### config.mk
export PLATFORM = sky130hd
export DESIGN_NAME = param_control_unit_flat
export DESIGN_NICKNAME = d
export VERILOG_FILES = /design/src/rtl/cu_pkg.sv /design/src/rtl/param_control_unit_if.sv /design/src/rtl/cu_alu.sv /design/src/rtl/param_control_unit.sv /design/src/flat_wrapper.sv
export SDC_FILE = /design/constraint.sdc
export NUM_CORES = 1
export LEC_CHECK = 0
export CORE_ASPECT_RATIO = 0.9
export CORE_UTILIZATION = 50
export CTS_CLUSTER_SIZE = 12
export DETAILED_ROUTE_END_ITERATION = 8
export PLACE_DENSITY_LB_ADDON = 0.3
export SYNTH_ARGS = -nofsm -noshare
export SYNTH_HDL_FRONTEND = slang
export SYNTH_SLANG_ARGS = --single-unit
### constraint.sdc
create_clock -name clk -period 3.13 [get_ports clk]
set_input_delay 0.4695 -clock clk [delete_from_list [all_inputs] [get_ports clk]]
set_output_delay 0.4695 -clock clk [all_outputs]
set_load 0.005 [all_outputs]
### src/rtl/cu_pkg.sv
// cu_pkg: shared types and constants for the param_control_unit datapath and FSM.
// Covers FSM states, ALU operations, opcodes and register-reference bit indices.
package cu_pkg;
    typedef enum logic [2:0] {S_FETCH, S_DECODE, S_INDIR, S_EXEC, S_WB, S_HALT} state_e;
    typedef enum logic [3:0] {
        A_NOP, A_AND, A_ADD, A_LDA, A_CLA, A_CLE, A_CMA, A_CME, A_CIR, A_CIL, A_INC
    } alu_op_e;
    localparam logic [2:0] OP_AND = 3'd0;
    localparam logic [2:0] OP_ADD = 3'd1;
    localparam logic [2:0] OP_LDA = 3'd2;
    localparam logic [2:0] OP_STA = 3'd3;
    localparam logic [2:0] OP_BUN = 3'd4;
    localparam logic [2:0] OP_BSA = 3'd5;
    localparam logic [2:0] OP_ISZ = 3'd6;
    localparam logic [2:0] OP_REG = 3'd7;
    localparam logic [3:0] RR_CLA = 4'd11;
    localparam logic [3:0] RR_CLE = 4'd10;
    localparam logic [3:0] RR_CMA = 4'd9;
    localparam logic [3:0] RR_CME = 4'd8;
    localparam logic [3:0] RR_CIR = 4'd7;
    localparam logic [3:0] RR_CIL = 4'd6;
    localparam logic [3:0] RR_INC = 4'd5;
    localparam logic [3:0] RR_SPA = 4'd4;
    localparam logic [3:0] RR_SNA = 4'd3;
    localparam logic [3:0] RR_SZA = 4'd2;
    localparam logic [3:0] RR_SZE = 4'd1;
    localparam logic [3:0] RR_HLT = 4'd0;
    // Index of the highest set register-reference bit; 15 when none is set.
    function automatic logic [3:0] rr_sel(input logic [11:0] b);
        rr_sel = 4'hF;
        for (int i = 0; i < 12; i++)
            if (b[i]) rr_sel = 4'(i);
    endfunction
endpackage

### src/rtl/param_control_unit_if.sv
// param_control_unit_if: single-port memory bus between the control unit and memory.
interface param_control_unit_if #(
    parameter int DATA_W = 16,
    parameter int ADDR_W = 8
);
    logic              mem_req;
    logic              mem_we;
    logic [ADDR_W-1:0] mem_addr;
    logic [DATA_W-1:0] mem_wdata;
    logic [DATA_W-1:0] mem_rdata;
    logic              mem_ack;
    modport master (output mem_req, mem_we, mem_addr, mem_wdata, input mem_rdata, mem_ack);
    modport slave  (input mem_req, mem_we, mem_addr, mem_wdata, output mem_rdata, mem_ack);
endinterface

### src/rtl/cu_alu.sv
// cu_alu: combinational accumulator/E-flag unit for memory and register-reference operations.
module cu_alu
    import cu_pkg::*;
#(
    parameter int DATA_W = 16
) (
    input  logic [DATA_W-1:0] i_ac,
    input  logic [DATA_W-1:0] i_opd,
    input  logic              i_e,
    input  alu_op_e           i_op,
    output logic [DATA_W-1:0] o_ac,
    output logic              o_e
);
    logic [DATA_W:0] w_sum;
    assign w_sum = {1'b0, i_ac} + {1'b0, i_opd};
    always_comb begin
        o_ac = i_ac;
        o_e  = i_e;
        case (i_op)
            A_AND: o_ac = i_ac & i_opd;
            A_ADD: {o_e, o_ac} = w_sum;
            A_LDA: o_ac = i_opd;
            A_CLA: o_ac = '0;
            A_CLE: o_e = 1'b0;
            A_CMA: o_ac = ~i_ac;
            A_CME: o_e = ~i_e;
            A_CIR: {o_ac, o_e} = {i_e, i_ac};
            A_CIL: {o_e, o_ac} = {i_ac, i_e};
            A_INC: o_ac = i_ac + DATA_W'(1);
            default: ;
        endcase
    end
endmodule

### src/rtl/param_control_unit.sv
// param_control_unit: multi-cycle accumulator-machine control unit (fetch/decode/indirect/execute/writeback)
// issuing one request/ack memory transaction at a time over a shared bus.
module param_control_unit
    import cu_pkg::*;
#(
    parameter int DATA_W = 16,
    parameter int ADDR_W = 8,
    parameter logic [ADDR_W-1:0] RESET_PC = '0
) (
    input  logic                 clk,
    input  logic                 reset,
    input  logic                 en,
    param_control_unit_if.master mem,
    output logic [DATA_W-1:0]    ac_out,
    output logic [ADDR_W-1:0]    pc_out,
    output logic                 e_out,
    output logic                 halted,
    output logic                 instr_done
);
    state_e            r_state, w_state_nx;
    logic [ADDR_W-1:0] r_pc, w_pc_nx, r_ar, w_ar_nx, r_addr, w_addr_nx, w_go_addr;
    logic [DATA_W-1:0] r_ac, w_ac_nx, r_dr, w_dr_nx, r_ir, w_ir_nx, r_wdata, w_wdata_nx;
    logic [DATA_W-1:0] w_go_wdata, w_alu_ac;
    logic              r_e, w_e_nx, r_req, w_req_nx, r_we, w_we_nx, r_done, w_done_nx;
    logic              w_go, w_go_we, w_alu_e, w_ack, w_i, w_skip;
    logic [2:0]        w_opc;
    logic [3:0]        w_rr;
    alu_op_e           w_alu_op;

    assign w_i    = r_ir[DATA_W-1];
    assign w_opc  = r_ir[DATA_W-2:DATA_W-4];
    assign w_rr   = rr_sel(r_ir[11:0]);
    assign w_ack  = r_req & mem.mem_ack;
    assign w_skip = !w_i && ((w_rr == RR_SPA && !r_ac[DATA_W-1]) ||
                             (w_rr == RR_SNA &&  r_ac[DATA_W-1]) ||
                             (w_rr == RR_SZA && r_ac == '0) ||
                             (w_rr == RR_SZE && !r_e));
    assign w_alu_op = (w_opc == OP_AND) ? A_AND :
                      (w_opc == OP_ADD) ? A_ADD :
                      (w_opc == OP_LDA) ? A_LDA :
                      (w_opc != OP_REG || w_i) ? A_NOP :
                      (w_rr == RR_CLA) ? A_CLA :
                      (w_rr == RR_CLE) ? A_CLE :
                      (w_rr == RR_CMA) ? A_CMA :
                      (w_rr == RR_CME) ? A_CME :
                      (w_rr == RR_CIR) ? A_CIR :
                      (w_rr == RR_CIL) ? A_CIL :
                      (w_rr == RR_INC) ? A_INC : A_NOP;

    cu_alu #(.DATA_W(DATA_W)) u_alu (
        .i_ac  (r_ac),
        .i_opd (mem.mem_rdata),
        .i_e   (r_e),
        .i_op  (w_alu_op),
        .o_ac  (w_alu_ac),
        .o_e   (w_alu_e)
    );

    always_comb begin
        w_state_nx = r_state;
        w_pc_nx    = r_pc;
        w_ar_nx    = r_ar;
        w_ac_nx    = r_ac;
        w_dr_nx    = r_dr;
        w_ir_nx    = r_ir;
        w_e_nx     = r_e;
        w_req_nx   = r_req;
        w_we_nx    = r_we;
        w_addr_nx  = r_addr;
        w_wdata_nx = r_wdata;
        w_go       = 1'b0;
        w_go_we    = 1'b0;
        w_go_addr  = r_ar;
        w_go_wdata = r_ac;
        case (r_state)
            S_FETCH: begin
                w_go      = en;
                w_go_addr = r_pc;
                if (w_ack) begin
                    w_ir_nx    = mem.mem_rdata;
                    w_pc_nx    = r_pc + ADDR_W'(1);
                    w_state_nx = S_DECODE;
                end
            end
            S_DECODE: begin
                w_ar_nx    = r_ir[ADDR_W-1:0];
                w_state_nx = (w_i && w_opc != OP_REG) ? S_INDIR : S_EXEC;
            end
            S_INDIR: begin
                w_go = 1'b1;
                if (w_ack) begin
                    w_ar_nx    = mem.mem_rdata[ADDR_W-1:0];
                    w_state_nx = S_EXEC;
                end
            end
            S_EXEC: begin
                case (w_opc)
                    OP_AND, OP_ADD, OP_LDA: begin
                        w_go = 1'b1;
                        if (w_ack) begin
                            w_ac_nx    = w_alu_ac;
                            w_e_nx     = w_alu_e;
                            w_state_nx = S_FETCH;
                        end
                    end
                    OP_STA: begin
                        w_go    = 1'b1;
                        w_go_we = 1'b1;
                        if (w_ack) w_state_nx = S_FETCH;
                    end
                    OP_BUN: begin
                        w_pc_nx    = r_ar;
                        w_state_nx = S_FETCH;
                    end
                    OP_BSA: begin
                        w_go       = 1'b1;
                        w_go_we    = 1'b1;
                        w_go_wdata = DATA_W'(r_pc);
                        if (w_ack) begin
                            w_pc_nx    = r_ar + ADDR_W'(1);
                            w_state_nx = S_FETCH;
                        end
                    end
                    OP_ISZ: begin
                        w_go = 1'b1;
                        if (w_ack) begin
                            w_dr_nx    = mem.mem_rdata + DATA_W'(1);
                            w_state_nx = S_WB;
                        end
                    end
                    default: begin
                        w_ac_nx    = w_alu_ac;
                        w_e_nx     = w_alu_e;
                        w_pc_nx    = w_skip ? r_pc + ADDR_W'(1) : r_pc;
                        w_state_nx = (!w_i && w_rr == RR_HLT) ? S_HALT : S_FETCH;
                    end
                endcase
            end
            S_WB: begin
                w_go       = 1'b1;
                w_go_we    = 1'b1;
                w_go_wdata = r_dr;
                if (w_ack) begin
                    w_pc_nx    = (r_dr == '0) ? r_pc + ADDR_W'(1) : r_pc;
                    w_state_nx = S_FETCH;
                end
            end
            default: ;
        endcase
        // A request, once raised, holds its address/data until acked; a new one starts a cycle later.
        if (w_ack) begin
            w_req_nx = 1'b0;
        end else if (w_go && !r_req) begin
            w_req_nx   = 1'b1;
            w_we_nx    = w_go_we;
            w_addr_nx  = w_go_addr;
            w_wdata_nx = w_go_wdata;
        end
        w_done_nx = (w_state_nx == S_FETCH) && (r_state != S_FETCH);
    end

    always_ff @(posedge clk or negedge reset) begin
        if (!reset) begin
            r_state <= S_FETCH;
            r_pc    <= RESET_PC;
            r_ar    <= '0;
            r_ac    <= '0;
            r_dr    <= '0;
            r_ir    <= '0;
            r_e     <= 1'b0;
            r_req   <= 1'b0;
            r_we    <= 1'b0;
            r_addr  <= '0;
            r_wdata <= '0;
            r_done  <= 1'b0;
        end else begin
            r_state <= w_state_nx;
            r_pc    <= w_pc_nx;
            r_ar    <= w_ar_nx;
            r_ac    <= w_ac_nx;
            r_dr    <= w_dr_nx;
            r_ir    <= w_ir_nx;
            r_e     <= w_e_nx;
            r_req   <= w_req_nx;
            r_we    <= w_we_nx;
            r_addr  <= w_addr_nx;
            r_wdata <= w_wdata_nx;
            r_done  <= w_done_nx;
        end
    end

    assign mem.mem_req   = r_req;
    assign mem.mem_we    = r_we;
    assign mem.mem_addr  = r_addr;
    assign mem.mem_wdata = r_wdata;
    assign ac_out        = r_ac;
    assign pc_out        = r_pc;
    assign e_out         = r_e;
    assign halted        = (r_state == S_HALT);
    assign instr_done    = r_done;
endmodule

### src/flat_wrapper.sv
// flat-port wrapper written by rule: the top's interface ports become plain ports
module param_control_unit_flat import cu_pkg::*;
#(
    parameter int DATA_W = 16,
    parameter int ADDR_W = 8,
    parameter logic [ADDR_W-1:0] RESET_PC = '0
)
  (clk, reset, en, ac_out, pc_out, e_out, halted, instr_done, mem_mem_req, mem_mem_we, mem_mem_addr, mem_mem_wdata, mem_mem_rdata, mem_mem_ack);
  param_control_unit_if #(.DATA_W(DATA_W), .ADDR_W(ADDR_W)) mem_i ();
  input  logic clk;
  input  logic reset;
  input  logic en;
  output logic [DATA_W-1:0] ac_out;
  output logic [ADDR_W-1:0] pc_out;
  output logic e_out;
  output logic halted;
  output logic instr_done;
  output wire logic [$bits(mem_i.mem_req)-1:0] mem_mem_req;
  output wire logic [$bits(mem_i.mem_we)-1:0] mem_mem_we;
  output wire logic [$bits(mem_i.mem_addr)-1:0] mem_mem_addr;
  output wire logic [$bits(mem_i.mem_wdata)-1:0] mem_mem_wdata;
  input wire logic [$bits(mem_i.mem_rdata)-1:0] mem_mem_rdata;
  input wire logic [$bits(mem_i.mem_ack)-1:0] mem_mem_ack;
  assign mem_mem_req = mem_i.mem_req;
  assign mem_mem_we = mem_i.mem_we;
  assign mem_mem_addr = mem_i.mem_addr;
  assign mem_mem_wdata = mem_i.mem_wdata;
  assign mem_i.mem_rdata = mem_mem_rdata;
  assign mem_i.mem_ack = mem_mem_ack;
  param_control_unit #(.DATA_W(DATA_W), .ADDR_W(ADDR_W), .RESET_PC(RESET_PC)) u_core (.clk(clk), .reset(reset), .en(en), .mem(mem_i), .ac_out(ac_out), .pc_out(pc_out), .e_out(e_out), .halted(halted), .instr_done(instr_done));
endmodule
After elaboration in Yosys (flattened, before gate mapping)
Index checks and enable logic that the tools add are counted.
{"block": "op_classes", "reduce_logical": 40, "n_bitwise": 6, "eq_ne": 41, "n_addsub": 5, "mux": 55}
{"cell": "$pmux 16 s8", "count": 1}
{"cell": "$mux 4", "count": 23}
{"cell": "$pmux 16 s2", "count": 2}
{"cell": "$mux 8", "count": 7}
{"cell": "$pmux 8 s3", "count": 2}
{"cell": "$add 16x1->16 const B", "count": 2}
{"cell": "$eq 4x3->1 const B", "count": 8}
{"cell": "$logic_not 16->1", "count": 2}
{"cell": "$mux 16", "count": 2}
{"cell": "$eq 4x4->1 const B", "count": 7}
{"cell": "$add 16x16->17", "count": 1}
{"cell": "$add 8x1->8 const B", "count": 2}
{"cell": "$and 16x16->16", "count": 1}
{"cell": "$eq 4x2->1 const B", "count": 4}
{"cell": "$not 16->16", "count": 1}
{"cell": "$pmux 8 s2", "count": 1}
{"cell": "$eq 3x3->1 const B", "count": 5}
{"cell": "$mux 3", "count": 5}
{"cell": "$pmux 3 s5", "count": 1}
{"cell": "$eq 3x2->1 const B", "count": 4}
{"cell": "$ne 2x1->1 const B", "count": 5}
{"cell": "$reduce_or 5->1", "count": 2}
{"cell": "$logic_and 1x1->1", "count": 9}
{"cell": "$logic_not 3->1", "count": 3}
{"cell": "other kinds (25)", "count": 47}
{"block": "word_totals", "word_cells": 159, "output_inout_bits": 53, "inputBits": 20, "reg_bits": 95}

Longest topological paths before layout
Gate-level depths: netlist of the first run.
{"block": "depth", "word_depth": 28, "mapped_depth": 10, "mapped_depth_nobuf": 10}

By module
A second synthesis of the first run with hierarchy kept.
{"block": "unflattened", "cells_unflattened": 863, "area_unflattened_um2": 7208.2}
{"mod": "param_control_unit", "area_each_um2": 5043.6, "n_inst": 1, "seq_area_each_um2": 2377.3, "cells_each": 535}
{"mod": "cu_alu", "area_each_um2": 2164.6, "n_inst": 1, "seq_area_each_um2": 0.0, "cells_each": 328}

Least setup slack after synthesis of the first run
Ideal clock, no wire load.
{"block": "synth_timing", "kind": "flip-flop to flip-flop", "start": "reg u_core.r_ac[0] (netlist: u_core.ac_out[0])", "end": "reg u_core.r_ac[10] (netlist: u_core.ac_out[10])", "path_stages_with_launch": 11, "arrival_time_ns": 2.478, "path_buffers": 0, "period_less_slack_ns": 2.608, "path_slack_ns": 0.522, "setup_ns": 0.131, "required_time_ns": 2.999, "path_cell_list": "dfrtp_1 ha_1 fa_1 a21oi_1 o211ai_1 o31a_1 a31o_2 a21oi_1 xnor2_1 a221oi_1 a21oi_1"}
{"block": "synth_via", "elab_chain_cells": 4, "word_cells_on_any_way": 5, "classes_between": "add/sub: 2; mux: 3"}
{"element": "start, declared", "line_no": "param_control_unit.sv:22", "source": "logic [DATA_W-1:0] r_ac, w_ac_nx, r_dr, w_dr_nx, r_ir, w_ir_nx, r_wdata, w_wdata_nx;"}
{"element": "start signal, assigned", "line_no": "param_control_unit.sv:180", "source": "r_ac <= w_ac_nx;"}
{"element": "$add 16x1->16 / $add 16x16->17 (equally long branches)", "line_no": "cu_alu.sv:29, cu_alu.sv:15"}
{"element": "$pmux 16 s8 (*)", "line_no": "cu_alu.sv:19", "source": "case (i_op)"}
{"element": "$mux 16", "line_no": "param_control_unit.sv:100", "source": "if (w_ack) begin"}
{"element": "$pmux 16 s2 (*)", "line_no": "param_control_unit.sv:97", "source": "case (w_opc)"}
Mark *: on every way between the ends. The rest lies on a longest branch, timed or not. The select of a mux whose other input is x is not followed.
A chain may end at the register's enable or synchronous reset.

Worst setup path in the final report of the first run
{"block": "layout_timing", "start": "in mem_mem_rdata[0]", "end": "reg u_core.r_ac[10] (netlist: u_core.ac_out[10])"}
{"block": "layout_via", "elab_chain_cells": 4}
{"element": "start, declared", "line_no": "flat_wrapper.sv:22", "source": "input wire logic [$bits(mem_i.mem_rdata)-1:0] mem_mem_rdata;"}
{"element": "$add 16x16->17 (*)", "line_no": "cu_alu.sv:15", "source": "assign w_sum = {1'b0, i_ac} + {1'b0, i_opd};"}
{"element": "$pmux 16 s8 (*)", "line_no": "cu_alu.sv:19"}
{"element": "$mux 16", "line_no": "param_control_unit.sv:100"}
{"element": "$pmux 16 s2 (*)", "line_no": "param_control_unit.sv:97"}
Marks and branches as above.

==> out/metrics.yaml, run 1 <==
grt_pass1_vias: 6417
yosys.area_share.simple_pct: 21.5
cts_made_buffers: 9
drtIter0Drc: 641
rsz0062_at_grt: "no"
nets: 964
grt_usage_pct: 31.5
cts-resized-gates: 0
synth_warnings: 0
grt_overflow: 0
synth_fp_nets: 877
leakagePower_uw: 0.00345
core_sq_mm: 0.0134
ff2ff_path_depth: 7
cts_setup_buffers: 0
synth_edf_count: 0
slew_violations: 0
grt_pass1_wl_microns: 35000
crit_end: "u_core.ac_out[10]$_DFFE_PN0P_"
tns_ps: 0
cts_sinks: 95
slew_headroom_pct: 40.4
post_drt_wl_per_cell_microns: 19.7
end_kind: "register"
min_period_ps: 2930
outcome: "completed"
die-width_microns: 126
numPortBuffers: 72
r2r-start: "u_core.r_ir[11]$_DFFE_PN0P_"
initial_core_util_pct: 51.7
finalSetupViolCount: 0
fin_crit_sh_pct: 93.5
cp-startpoint: "mem_mem_rdata[0]"
r2r_end: "u_core.ac_out[11]$_DFFE_PN0P_"
final_hold_viol_count: 0
grt_max_degree: 44
clock_tree.root_cell: "clkbuf_16"
yosysSeqAreaShare_pct: 34.3
synth-async-reset-ratio_pct: 100
yosys.area.top_type_share_pct: 34.3
synthTopCellsByArea: "dfrtp_1, nor2_1, a21oi_1"
path_clk_slew_ps: 80
yosys.area.top_type: "dfrtp_1"
synth_xor_area_share_pct: 4.93
hp-class: "primary input to async pin"
drc: 0
hold_buffers: 0
clk_path_buf_depth: 2
wl_microns: 21600
h-tree-depth: 3
avgSynthCellArea_sq_um: 8.30
drive_above_1_share_pct: 12.8
synthFlopType: "dfrtp_1"
design_area_sq_mm: 0.00838
pwr_density_cell_mw_per_mm2: 1060
cts_tree: "yes"
cap_violations: 0
gp_congestion: 0.968
synthCells: 835
cp-start-kind: "primary input"
synth_seq_cells: 95
arrival_ps: 3160
critPathMaxFanout: 2
synth-compound-area-share_pct: 23.4
ios: 73
critical_path_class: "primary input to register"
worst_skew_pair.late_latency_ps: 370
post_dp_cell_area_sq_mm: 0.00808
dieArea_sq_mm: 0.0143
finClkSkew_ps: 11.0
vias: 6935
synthAdderAreaFrac_pct: 4.08
antenna_found_initial: 0
synth_top_family_by_area: "compound AO/OA/AOI/OAI gates"
rows: 40
clock.fmax_mhz: 342
dieHeight_microns: 114
crit_required_ps: 3360
syn2layout_area_growth_pct: 21.0
dpl.hpwl_microns: 15800
synthDistinctLibCells: 77
worstMarginPinSlew_ps: 887
vdd_drop_max_v: 0.000434
yosys.cell_count.top_type: "nor2_1"
vias_per_cell: 6.33
ant_nets: 0
synthTopCellsByCount: "nor2_1, dfrtp_1, nand2_1"
p_total_uw: 8850
synth_area_sq_mm: 0.00693
drt_pre_antenna_iters: 6
num-fill-cells: 1159
synth_mux_area_share_pct: 7.67
insertedDiodeCount: 0
r2r_slack_ps: 390
## sequential cells by signal, indices dropped and copies added, names as in the netlist
signal and flops:
u_core.ac_out 16, u_core.mem.mem_wdata 16, u_core.r_dr 16, u_core.r_ir 16
u_core.mem.mem_addr 8, u_core.pc_out 8, u_core.r_ar 8, u_core.r_state 3
u_core.e_out 1, u_core.instr_done 1, u_core.mem.mem_req 1, u_core.mem.mem_we 1
## logic make-up after synthesis
group	Yosys count
xor+xnor	39
mux	51
buf+inv	66
flops	95
fa+ha+maj	22
simple gates	319
compound gates	243
## metal layers
layer | global-route usage, % | vias up | share of wire (%)
met1 | 45.1 | 3254 | 44
li1 | - | 3246 | -
met5 | 0 | - | 0
met2 | 46.5 | 374 | 43
met4 | 12.4 | 0 | 3.0
met3 | 6.61 | 61 | 10
## cells in the final DEF (no fill, tap or decap), drive strengths merged, types with 5 or more instances in the layout
master and instances:
ha 21, a21o 5, nor4 12, clkbuf 10, nand4 10, o221ai 6, o21ai 46, xnor2 25
a221oi 6, o22ai 9, mux2i 34, and3 11, inv 13, or3 6, nand3 40, xor2 14
a22oi 15, nand2 78, a211oi 8, nor2b 6, and2 5, mux2 17, or4 5, nor3 17
nor2 110, clkdlybuf4s50 71, o31ai 6, buf 61, a31oi 22, dfrtp 95, nand2b 7, a21oi 84
## layout make-up
cell class,count,area (sq um),area share [%]
multi-input combinational,674,4290,51.2
sequential,95,2380,28.4
timing repair buffer,132,1170,13.9
clock buffer,10,239,2.85
tap,168,210,2.51
clock inverter,6,62.6,0.746
inverter,10,37.5,0.448
## through the flow
step / setup WS, ps / instances / hold slack (ps) / utilization, %
finish: 202 / 1095 / 96.7 / 62.5
global route: 21.5 / 1095 / 152 / 62.5
CTS: 228 / 1095 / 110 / 62.5
detailed placement: -130 / 1079 / 500 / 60.3
global placement: -82.3 / 1079 / 500 / 60.3
floorplan: 522 / 835 / 174 / -
## critical path, cell delays in order
cell	delay, ps
clkdlybuf4s50_1	460
ha_1	250
fa_1	400
a21oi_1	200
o211ai_1	170
o31a_1	280
a31o_2	260
a21oi_1	170
xnor2_1	80
a221oi_1	290
a21oi_1	130
## report_power, final
group | internal, uW | switching (uW)
logic | 2340 | 2810
registers | 1810 | 750
clock network | 584 | 550
## how the worst min path moves through the flow
| stage | cells after the start | slack [ps] | end |
|---|---|---|---|
| 2_1_floorplan | 0 | 170 | u_core.ac_out[0]$_DFFE_PN0P_ |
| 3_3_place_gp | 1 | 500 | u_core.r_ir[3]$_DFFE_PN0P_ |
| 3_5_place_dp | 1 | 500 | u_core.r_ir[1]$_DFFE_PN0P_ |
| 4_1_cts | 1 | 110 | u_core.ac_out[2]$_DFFE_PN0P_ |
| 5_1_grt | 1 | 150 | u_core.r_ir[7]$_DFFE_PN0P_ |
| 6_report | 1 | 100 | u_core.ac_out[2]$_DFFE_PN0P_ |
Power figures use the tool's default switching activity.
==> run 2: changes to the inputs <==
CTS_CLUSTER_SIZE = 16   (was 12)
==> results of run 2 <==
The final DEF is identical to that of run 1; final timing and power are the same.
